<file path="src/rtl/ifu_prefetch.sv">
// ifu_prefetch: byte-queue instruction prefetcher for the IJVM datapath.
// Refills a circular byte queue one word at a time and presents MBR1/MBR2.
module ifu_prefetch #(
   parameter int WORD_WIDTH  = 32,
   parameter int ADDR_WIDTH  = 32,
   parameter int QUEUE_DEPTH = 8
) (
   input  logic                  clk,
   input  logic                  reset,
   output logic                  fetch_req,
   output logic [ADDR_WIDTH-1:0] fetch_addr,
   input  logic                  fetch_ack,
   input  logic [WORD_WIDTH-1:0] fetch_data,
   input  logic                  redirect,
   input  logic [ADDR_WIDTH-1:0] redirect_pc,
   input  logic                  consume1,
   input  logic                  consume2,
   output logic [7:0]            mbr1,
   output logic [15:0]           mbr2,
   output logic                  mbr1_valid,
   output logic                  mbr2_valid,
   output logic [ADDR_WIDTH-1:0] pc
);
   localparam int BPW = WORD_WIDTH / 8;
   localparam int PW  = $clog2(QUEUE_DEPTH);
   localparam int PW1 = PW + 1;
   localparam int CW  = $clog2(QUEUE_DEPTH + 1);
   localparam int SW  = (BPW > 1) ? $clog2(BPW) : 1;
   localparam logic [ADDR_WIDTH-1:0] LOW_MASK = ADDR_WIDTH'(BPW - 1);

   typedef enum logic [1:0] {S_IDLE, S_WAIT, S_DROP} state_t;

   state_t                r_state;
   state_t                w_state_nxt;
   logic                  r_req;
   logic [ADDR_WIDTH-1:0] r_addr;
   logic [ADDR_WIDTH-1:0] r_fptr;
   logic [ADDR_WIDTH-1:0] r_pc;
   logic [SW-1:0]         r_skip;
   logic [CW-1:0]         r_count;
   logic [PW-1:0]         r_head;
   logic [PW-1:0]         r_tail;
   logic [7:0]            r_q [QUEUE_DEPTH];

   logic                  w_issue;
   logic                  w_push;
   logic [1:0]            w_pop_n;
   logic [CW-1:0]         w_push_n;
   logic [CW-1:0]         w_push_cnt;
   logic [PW-1:0]         w_head1;
   logic [PW-1:0]         w_head_nxt;
   logic [PW-1:0]         w_tail_nxt;
   logic [PW-1:0]         w_widx [BPW];
   logic [7:0]            w_wbyte [BPW];
   logic [WORD_WIDTH-1:0] w_shift;

   // Pointer arithmetic modulo a depth that need not be a power of two.
   function automatic logic [PW-1:0] wrap(input logic [PW:0] v);
      if (v >= PW1'(QUEUE_DEPTH)) return PW'(v - PW1'(QUEUE_DEPTH));
      return PW'(v);
   endfunction

   always_comb begin
      w_pop_n = 2'd0;
      priority case (1'b1)
         consume2: if (r_count >= CW'(2)) w_pop_n = 2'd2;
         consume1: if (r_count >= CW'(1)) w_pop_n = 2'd1;
         default:  w_pop_n = 2'd0;
      endcase
      if (redirect) w_pop_n = 2'd0;
   end

   // An ack coinciding with a redirect retires the request, so no DROP.
   always_comb begin
      w_state_nxt = r_state;
      w_issue     = 1'b0;
      unique case (r_state)
         S_IDLE: begin
            if (!redirect &&
                (CW'(QUEUE_DEPTH) - r_count) >= CW'(BPW)) begin
               w_state_nxt = S_WAIT;
               w_issue     = 1'b1;
            end
         end
         S_WAIT: begin
            if (fetch_ack)     w_state_nxt = S_IDLE;
            else if (redirect) w_state_nxt = S_DROP;
         end
         S_DROP: begin
            if (fetch_ack) w_state_nxt = S_IDLE;
         end
         default: w_state_nxt = S_IDLE;
      endcase
   end

   assign w_push     = (r_state == S_WAIT) && fetch_ack && !redirect;
   assign w_push_n   = CW'(BPW) - CW'(r_skip);
   assign w_push_cnt = w_push ? w_push_n : '0;

   always_comb begin
      w_shift    = fetch_data << {r_skip, 3'b000};
      w_head1    = wrap({1'b0, r_head} + PW1'(1));
      w_head_nxt = wrap({1'b0, r_head} + PW1'(w_pop_n));
      w_tail_nxt = wrap({1'b0, r_tail} + PW1'(w_push_cnt));
      for (int k = 0; k < BPW; k++) begin
         w_widx[k]  = wrap({1'b0, r_tail} + PW1'(k));
         w_wbyte[k] = w_shift[WORD_WIDTH-1-8*k -: 8];
      end
   end

   always_ff @(posedge clk or negedge reset) begin
      if (!reset) begin
         r_state <= S_IDLE;
         r_req   <= 1'b0;
         r_addr  <= '0;
         r_fptr  <= '0;
         r_skip  <= '0;
         r_pc    <= '0;
         r_count <= '0;
         r_head  <= '0;
         r_tail  <= '0;
      end else begin
         r_state <= w_state_nxt;
         r_req   <= (w_state_nxt != S_IDLE);
         if (w_issue) r_addr <= r_fptr;
         if (redirect) begin
            r_count <= '0;
            r_head  <= '0;
            r_tail  <= '0;
            r_fptr  <= redirect_pc & ~LOW_MASK;
            r_skip  <= SW'(redirect_pc & LOW_MASK);
            r_pc    <= redirect_pc;
         end else begin
            r_count <= r_count + w_push_cnt - CW'(w_pop_n);
            r_head  <= w_head_nxt;
            r_tail  <= w_tail_nxt;
            r_pc    <= r_pc + ADDR_WIDTH'(w_pop_n);
            if (w_push) begin
               r_fptr <= r_fptr + ADDR_WIDTH'(BPW);
               r_skip <= '0;
            end
         end
      end
   end

   // Leading bytes dropped by skip never reach the queue.
   always_ff @(posedge clk or negedge reset) begin
      if (!reset) begin
         for (int i = 0; i < QUEUE_DEPTH; i++) r_q[i] <= '0;
      end else if (w_push) begin
         for (int k = 0; k < BPW; k++) begin
            if (CW'(k) < w_push_n) r_q[w_widx[k]] <= w_wbyte[k];
         end
      end
   end

   assign fetch_req  = r_req;
   assign fetch_addr = r_addr;
   assign pc         = r_pc;
   assign mbr1       = r_q[r_head];
   assign mbr2       = {r_q[r_head], r_q[w_head1]};
   assign mbr1_valid = (r_count != '0);
   assign mbr2_valid = (r_count >= CW'(2));

endmodule

</file>
<file path="config.mk">
export PLATFORM = sky130hd
export DESIGN_NAME = ifu_prefetch
export DESIGN_NICKNAME = d
export VERILOG_FILES = /design/src/rtl/ifu_prefetch.sv
export SDC_FILE = /design/constraint.sdc
export NUM_CORES = 1
export LEC_CHECK = 0
export ABC_AREA = 1
export CAP_MARGIN = 10
export CELL_PAD_IN_SITES_DETAIL_PLACEMENT = 1
export CELL_PAD_IN_SITES_GLOBAL_PLACEMENT = 1
export CORE_MARGIN = 3
export CORE_UTILIZATION = 43
export DETAILED_ROUTE_END_ITERATION = 16
export GPL_ROUTABILITY_DRIVEN = 1
export PLACE_DENSITY = 0.88
export SYNTH_ARGS = -nofsm -noshare
export SYNTH_HDL_FRONTEND = slang
export SYNTH_SLANG_ARGS = --single-unit
</file>
<file path="constraint.sdc">
create_clock -name clk -period 5.04 [get_ports clk]
set_input_delay 1.008 -clock clk [delete_from_list [all_inputs] [get_ports clk]]
set_output_delay 1.008 -clock clk [all_outputs]
set_load 0.02 [all_outputs]
</file>
==> results.txt <==
Post-synth ARST share -> 1.00
initial antenna violation count -> 1
Critical Path End Type -> primary output
Skew-Pair Late Insertion Delay -> 0.48 ns
Seq pwr share -> 0.314
Resize count post-CTS -> 0
DRC Markers -> 0
Core Region -> 31000 um2
global route overflow -> 0
total track usage -> 0.399
site row count -> 64
TNS Setup -> 0 ns
final std cells w/o fill -> 2731
Starting DRT DRC Count -> 1948
CTS Buf Count -> 17
vias in the first global route -> 16300
Routed wire per std cell -> 25.0 um
Design Area, Final -> 16000 um2
Slew HR -> 0.252
FMAX -> 236 MHz
CTS tree -> yes
CP max stage cell -> clkdlybuf4s50_1
prevailing post-synth register cell -> dfrtp_1
Starting Density -> 0.441
Seq cells post-synth -> 171
Mean Syn Cell Area -> 6.16 um2
clock transition at the registers of the reported paths -> 0.08 ns
worst path arrival time -> 3.23 ns
die width -> 184 um
final hold viol count -> 0
unrepaired setup endpoints after global routing -> false
crit path cell chain -> inv_1, buf_4, nor2_1, o21ai_0, a21oi_1, a31oi_1, clkdlybuf4s50_1
number of synthesized flops with an enable pin -> 0
die area -> 34000 um2
clock root buffer -> clkbuf_16
Post-Syn Area -> 13700 um2
VDD IR max -> 289 uV
WL final -> 68300 um
net load switching power -> 3.76 mW
period utilization -> 0.841
CTS Buffer Depth -> 2
Gate power share -> 0.510
kind of critical path -> flop to primary output
Clock Sink Count -> 171
sequential area share after synthesis -> 0.313
post-DP HPWL -> 50400 um
Syn Inst Count -> 2220
Min Clock Period, post-route -> 4.24 ns
worst min path class -> flop to flop
nets -> 2413
Netlist cell types -> 45
largest net degree at the start of global routing -> 89
CP max FO -> 29
antenna-violating nets left -> 0
Max stage delay on crit path -> 0.66 ns
Area Growth Syn to Fin -> 16.9%
Vias/cell -> 6.15
area of placed instances -> 15400 um2
Pint -> 3.78 mW
Inst Count DP -> 2699
power density cells -> 472 nW/um2
Die Y-Extent -> 184 um
Max Cap Viol -> 0
crit path launch type -> flop
Clock Power Share -> 0.176
Least-Margin Pin Slew -> 1.12 ns
status -> completed
Post CTS Setup Buffer Count -> 0
Util after Layout -> 0.515
Synth Warn # -> 0
Worst Skew -> 0.0203 ns
Antenna diodes -> 0
CTS Hold Bufs -> 0
LEAKAGE -> 7.96 nW
DR pass1 iterations -> 5
setup violators final -> 0
Placer Congestion -> 1.02
CP required -> 4.03 ns
ratio of cells with drive above 1 in the final layout -> 0.0458
fin. max-slew vios -> 0
routed via count -> 16800
H-tree depth -> 4
IO Port Bufs -> 158
switching share of power -> 0.499
first-pass GRT wire length -> 102000 um
top-level I/O count -> 161
[worst max-delay path, delay by kind of cell, from the launching register on]
kind	cells	cell delay, ns
AO/OA/AOI/OAI	3	0.58
buffers and inverters	3	1.65
flip-flops	1	0.44
AND/OR/NAND/NOR	1	0.06
[through the flow]
step                      setup slack (ns)  total power, mW  hold slack (ns)
after floorplan                       1.65             4.41            0.449
after global placement                1.08             5.92            0.464
after CTS                            0.824             7.41            0.495
final                                0.803             7.53            0.491
after detailed placement             0.785             6.07            0.476
after global routing                 0.499             7.92            0.515
[cells in the final DEF (no fill, tap or decap), drive strengths merged]
master / synthesis / layout
o21ai: 171 / 171
nand3b: 6 / 6
a22oi: 2 / 2
nand2: 771 / 771
clkinvlp: 0 / 4
buf: 52 / 23
fa: 5 / 5
dfrtp: 171 / 171
a21oi: 186 / 186
clkbuf: 46 / 18
nand4: 9 / 9
a211oi: 1 / 1
o211ai: 19 / 19
o22ai: 3 / 3
xnor2: 1 / 1
inv: 237 / 242
xor2: 20 / 20
a32oi: 1 / 1
a21o: 1 / 1
or2: 2 / 2
nor3: 16 / 16
o221ai: 4 / 4
ha: 16 / 16
clkinv: 2 / 7
a31oi: 18 / 18
o21bai: 1 / 1
conb: 1 / 2
nor2: 214 / 214
nand3: 243 / 243
clkdlybuf4s50: 0 / 157
o31ai: 1 / 1
[layer usage]
metal	up-vias	wire, um	global-route usage
li1	7333	-	-
met1	8242	28800	0.559
met2	961	28700	0.581
met3	244	7260	0.0981
met4	2	3540	0.181
met5	-	13	0
[registers in the layout (all words and copies together) (netlist names)]
name / count
pc: 32
r_state: 2
r_head: 3
r_fptr: 30
r_count: 4
r_tail: 3
r_skip: 2
fetch_req: 1
r_q: 64
fetch_addr: 30
[cells in the mapped netlist (3+ instances only)]
master	count	area share
buf_4	12	0.0066
xor2_1	20	0.013
nor2_1	198	0.054
inv_4	3	0.0014
dfrtp_1	171	0.31
fa_1	5	0.0073
clkbuf_1	46	0.013
o211ai_1	19	0.010
o21ai_1	24	0.0088
nor2_8	8	0.012
nand4_1	9	0.0041
nand2_1	765	0.21
a21oi_2	3	0.0019
a31oi_1	18	0.0082
nor3_1	14	0.0051
buf_2	30	0.011
buf_6	6	0.0049
nor2_2	6	0.0027
nand2_2	4	0.0018
nand3b_1	6	0.0033
o21ai_0	147	0.054
inv_1	219	0.060
o22ai_1	3	0.0014
buf_1	4	0.0011
nand3_1	241	0.088
ha_1	16	0.015
inv_2	14	0.0038
a21oi_1	183	0.067
o221ai_1	4	0.0026
[power by group through the flow]
stage / Clock [mW] / Sequential, mW / Combinational (mW)
after floorplan: 0 / 2.27 / 2.14
after global placement: 0 / 2.34 / 3.58
after detailed placement: 0 / 2.35 / 3.73
after CTS: 1.32 / 2.33 / 3.76
after global routing: 1.37 / 2.39 / 4.15
final: 1.33 / 2.37 / 3.84
[path summary, 6_finish.rpt]
kind	endpoint	slack [ns]	cells past startpoint	startpoint
min in group asynchronous	fetch_req$_DFF_PN0_	0.62	1	reset
worst min register to register	fetch_addr[2]$_DFFE_PN0P_	0.49	2	fetch_addr[2]$_DFFE_PN0P_
max in group asynchronous	fetch_addr[13]$_DFFE_PN0P_	3.18	2	reset
worst max register to register	r_count[3]$_DFF_PN0_	1.37	11	r_skip[1]$_DFFE_PN0N_
worst min-delay path	fetch_addr[2]$_DFFE_PN0P_	0.49	2	fetch_addr[2]$_DFFE_PN0P_
worst max-delay path	mbr1[4]	0.80	7	r_head[0]$_DFF_PN0_
[cell type report]
cell class | instances | area (um2)
timing repair buffer | 180 | 1750
clock buffer | 18 | 429
multi-input combinational | 1713 | 8000
sequential | 171 | 4280
tap | 396 | 495
clock inverter | 14 | 111
fill | 4238 | 15000
inverter | 239 | 910
[cell families (layout without fill, tap and decap cells)]
| group | count (synthesis) | after routing | synth area share |
|---|---|---|---|
| AND/OR/NAND/NOR | 1261 | 1261 | 0.390 |
| AO/OA/AOI/OAI | 408 | 408 | 0.158 |
| buffers and inverters | 337 | 451 | 0.103 |
| flip-flops | 171 | 171 | 0.313 |
| adder cells (fa/ha/maj) | 21 | 21 | 0.0220 |
| XOR/XNOR | 21 | 21 | 0.0135 |
| other | 1 | 2 | 0.000274 |
(Power assumes the default switching activity.)
